**src/rtl/down_counter_timer.sv**
```systemverilog
// Loadable down-counter with a built-in prescaler, a terminal-count pulse and
// optional auto-reload. Q drives the HEX decoders directly.
module down_counter_timer #(
  parameter int WIDTH    = 8,
  parameter int PRESCALE = 4
) (
  input  logic             C,
  input  logic             Clr,
  input  logic             Ld,
  input  logic [WIDTH-1:0] D,
  input  logic             En,
  input  logic             Rl,
  output logic [WIDTH-1:0] Q,
  output logic             Tc,
  output logic             Busy
);

  typedef enum logic [1:0] {S_IDLE, S_RUN, S_RELOAD, S_DONE} state_t;

  localparam logic [15:0]      PRE_LAST = 16'(PRESCALE - 1);
  localparam logic [WIDTH-1:0] ONE      = WIDTH'(1);

  state_t           state_q, state_d;
  logic [WIDTH-1:0] q_q, q_d;
  logic [WIDTH-1:0] rel_q, rel_d;
  logic [15:0]      pre_q, pre_d;
  logic             tc_q, tc_d;

  always_comb begin
    state_d = state_q;
    q_d     = q_q;
    rel_d   = rel_q;
    pre_d   = pre_q;
    tc_d    = 1'b0;
    if (Ld) begin
      q_d     = D;
      rel_d   = D;
      pre_d   = '0;
      state_d = (D != '0) ? S_RUN : S_IDLE;
    end else begin
      unique case (state_q)
        S_RUN: begin
          if (En) begin
            if (pre_q != PRE_LAST) begin
              pre_d = pre_q + 16'd1;
            end else begin
              pre_d = '0;
              // Zero is caught one step early so Q can never wrap.
              if (q_q == ONE) begin
                q_d     = '0;
                tc_d    = 1'b1;
                state_d = Rl ? S_RELOAD : S_DONE;
              end else begin
                q_d = q_q - ONE;
              end
            end
          end
        end
        S_RELOAD: begin
          q_d     = rel_q;
          pre_d   = '0;
          state_d = S_RUN;
        end
        default: ;
      endcase
    end
  end

  always_ff @(posedge C or posedge Clr) begin
    if (Clr) begin
      state_q <= S_IDLE;
      q_q     <= '0;
      rel_q   <= '0;
      pre_q   <= '0;
      tc_q    <= 1'b0;
    end else begin
      state_q <= state_d;
      q_q     <= q_d;
      rel_q   <= rel_d;
      pre_q   <= pre_d;
      tc_q    <= tc_d;
    end
  end

  assign Q    = q_q;
  assign Tc   = tc_q;
  assign Busy = (state_q == S_RUN) || (state_q == S_RELOAD);

endmodule
```
**config.mk**
```make
export PLATFORM = sky130hd
export DESIGN_NAME = down_counter_timer
export DESIGN_NICKNAME = d
export VERILOG_FILES = /design/src/rtl/down_counter_timer.sv
export SDC_FILE = /design/constraint.sdc
export NUM_CORES = 1
export LEC_CHECK = 0
export BUFFER_PORTS_ARGS = -buffer_cell sky130_fd_sc_hd__buf_2
export CORE_MARGIN = 2
export CORE_UTILIZATION = 55
export CTS_BUF_LIST = sky130_fd_sc_hd__clkbuf_8
export DETAILED_ROUTE_END_ITERATION = 12
export PLACE_DENSITY = 0.74
export SETUP_SLACK_MARGIN = 0.05
export SYNTH_ARGS = -nofsm -noshare
export SYNTH_HDL_FRONTEND = slang
export SYNTH_SLANG_ARGS = --single-unit
```
**constraint.sdc**
```tcl
create_clock -name C -period 2.8 [get_ports C]
set_input_delay 0.56 -clock C [delete_from_list [all_inputs] [get_ports C]]
set_output_delay 0.56 -clock C [all_outputs]
set_load 0.03 [all_outputs]
```
==> impl_metrics.csv <==
group,metric,value,unit
flow_run,maxCapViolations,0,
finish,final_cell_mix,"dfrtp_1 (35), nor2_1 (28), buf_2 (22), o21ai_0 (20), nand2_1 (12)",
worst_setup_path,critPathKind,"reg2reg",
place,gp_congestion,0.9103,
global_routing,grt_max_degree,36,
sta,rsz0062_at_grt,"no",
power_and_ir_drop,ir_drop,0.6027,mV
synth,avgSynthCellArea,9.422,sq um
die,start_util,0.5692,
sta,slew_headroom,0.5294,
outcome,status,"completed",
place,placed_area,2041,sq um
hold_path,hp-class,"in2async",
route,drt_iter0_drc,93,
sta,fmax,440.1,MHz
power_and_ir_drop,p_seq_frac,0.369,
finish,final_nets,243,
sta,worstMarginPinSlew,0.7034,ns
sta,post-route-period-util,0.8115,
route,postRouteAntennaNets,0,
synth,synth_flop_cell,"dfrtp_1",
global_routing,grtUsageMet2,0.3427,
die,io_pins,23,
synth,ys_types,37,
synth,yosys-top-cells-area,"dfrtp_1 (46%), nor2_1 (5.6%), mux2_2 (5.4%)",
cts,cts_root_buffer,"clkbuf_8",
die,die_h,62.53,microns
cts,cts.sink_count,35,
worst_setup_path,cp-end-kind,"register",
worst_setup_path,cp_slowest_stage_delay,0.55,ns
synth,synth_edf_count,0,
finish,layout_commonest_cell,"dfrtp_1",
global_routing,use_met3,0.05225,
global_routing,grt_first_pass_wirelength,7231,microns
cts,cts_tree,"built",
power_and_ir_drop,p_per_area,885.7,nW/um^2
cts,cts_made_buffers,5,
synth,synthCells,200,
synth,synth_nets,218,
power_and_ir_drop,p_switching,0.0007817,W
worst_setup_path,crit_arrival,2.41,ns
worst_setup_path,path_buf_inv,0,
power_and_ir_drop,clockPowerShare,0.237,
power_and_ir_drop,p_sw_frac,0.4099,
sta,setup_tns,0,ns
finish,finalInstanceArea,2153,sq um
cts,ctsHoldBuffers,0,
synth,syn-cell-area,1884,sq um
sta,slew_viol_final,0,
worst_setup_path,crit_top_cell,"nor2_1",
cts,clock_latency,0.29,ns
global_routing,track_usage,0.2357,
power_and_ir_drop,internal-power,0.001125,W
power_and_ir_drop,combPwrFrac,0.393,
die,rows,21,
cts,clock_path_buffers,2,
global_routing,grt_overflow,0,
synth,synth-seq-cells,35,
place,hpwl,2936,microns
cts,post_cts_buffers,0,
synth,synth_top_cell_area_share,0.4648,
finish,area_growth,14.28,%
finish,seqCellArea,875.8,sq um
sta,setup_viol,0,
finish,num-fill-cells,274,
worst_setup_path,critPathSlowestCell,"nor2_1",
cts,h-tree-depth,2,
power_and_ir_drop,leakagePower,0.9403,nW
synth,synth_seq_area_share,0.4648,
worst_setup_path,worstPathMaxFanout,11,
synth,synth_area_leader_cell,"dfrtp_1",
finish,drive_gt1_frac,0.2080,
global_routing,grt_pass1_vias,1491,
route,wirelength,4042,microns
worst_setup_path,required,2.94,ns
sta,whs,0.3473,ns
route,drc_errors,0,
die,die_w,62.53,microns
cts,clk_pin_slew,0.08,ns
cts,cts_resized,0,
finish,diodes,0,
power_and_ir_drop,power,0.001907,W
worst_setup_path,crit_family,"simple AND/OR/NAND/NOR gates",
route,firstDrtPassIters,4,
global_routing,antenna_found_initial,0,
route,viasPerCell,5.676,
route,num_vias,1544,
route,wl_per_cell,14.86,microns
place,io_buffers,22,
synth,synthArstFlopShare,1.000,
die,die_area,3910,sq um
sta,post-route-min-period,2.272,ns
finish,multi_input_area,940.9,sq um
sta,hold_viol,0,
worst_setup_path,cp-start-kind,"register",
synth,yosys_warnings,0,
die,core_area,3311,sq um
global_routing,grt.busiest_layer,"met1",
sta,skew,0.01121,ns
global_routing,use_met1,0.3464,
worst_setup_path,crit_path_cell_trace,"ha_1 > nor4b_1 > nand4_1 > and2_1 > nor2_1 > nor2_1",
-- tightest hold or removal path: stages --
cell and delay, ns:
buf_2 0.09, inv_1 0.04, buf_4 0.38
-- final timing paths --
check	from	to	slack, ns	cells past startpoint
setup / recovery	pre_q[0]	pre_q[8]	0.53	6
hold / removal	Clr	Q[3]	0.35	3
setup reg to reg	pre_q[0]	pre_q[8]	0.53	6
hold reg to reg	rel_q[3]	rel_q[3]	0.51	1
max in group asynchronous	Clr	pre_q[14]	2.14	3
min in group C	rel_q[3]	rel_q[3]	0.51	1
-- area by class of cell --
cell class                 instances  area share
timing repair buffer              24     0.05811
multi-input combinational        148      0.4370
clock buffer                       5     0.03196
inverter                          11     0.01917
clock inverter                     3     0.02034
tap                               46     0.02673
sequential                        35      0.4067
-- metal layers --
metal,part of all wire,vias to the layer above
met5,0,-
met4,0.016,0
met3,0.046,7
met2,0.45,49
met1,0.48,736
li1,-,752
-- synth_stat cells (all sizes together) (5+ instances only) --
| library cell | n |
|---|---|
| dfrtp | 35 |
| nor2 | 28 |
| o21ai | 21 |
| nand2 | 12 |
| inv | 11 |
| a21oi | 9 |
| mux2 | 9 |
| nor3 | 8 |
| xnor2 | 8 |
| nor4 | 6 |
| or3 | 6 |
| ha | 5 |
-- power groups by stage --
stage / combinational, W / clock, W / sequential, W
floorplan: 0.000437 / 0 / 0.000805
global placement: 0.000720 / 0 / 0.000702
detailed placement: 0.000744 / 0 / 0.000712
CTS: 0.000750 / 0.000462 / 0.000703
global route: 0.000828 / 0.000486 / 0.000722
finish: 0.000750 / 0.000452 / 0.000704
-- state kept, by name, indices dropped and copies added (netlist names) --
signal and count:
rel_q 8, Tc 1, state_q 2, Q 8, pre_q 16
-- cell families (layout without fill, tap and decap cells) --
| logic type | after synthesis | after routing | share of synthesized area |
|---|---|---|---|
| and+or+nand+nor | 79 | 79 | 0.2118 |
| AOI/OAI and AO/OA | 41 | 41 | 0.1328 |
| DFF | 35 | 35 | 0.4648 |
| buffers and inverters | 17 | 43 | 0.03585 |
| muxes | 13 | 13 | 0.07504 |
| xor gates and xnor gates | 10 | 10 | 0.04648 |
| adders and majority gates | 5 | 5 | 0.03320 |
-- stage by stage --
stage	worst slack, ns	std cells	util
3_5_place_dp	0.5330	264	0.6164
5_1_grt	0.2227	272	0.6504
4_1_cts	0.4769	272	0.6504
6_report	0.5277	272	0.6504
2_1_floorplan	0.7586	200	-
3_3_place_gp	0.7412	264	0.6164
Power figures use the tool's default switching activity.
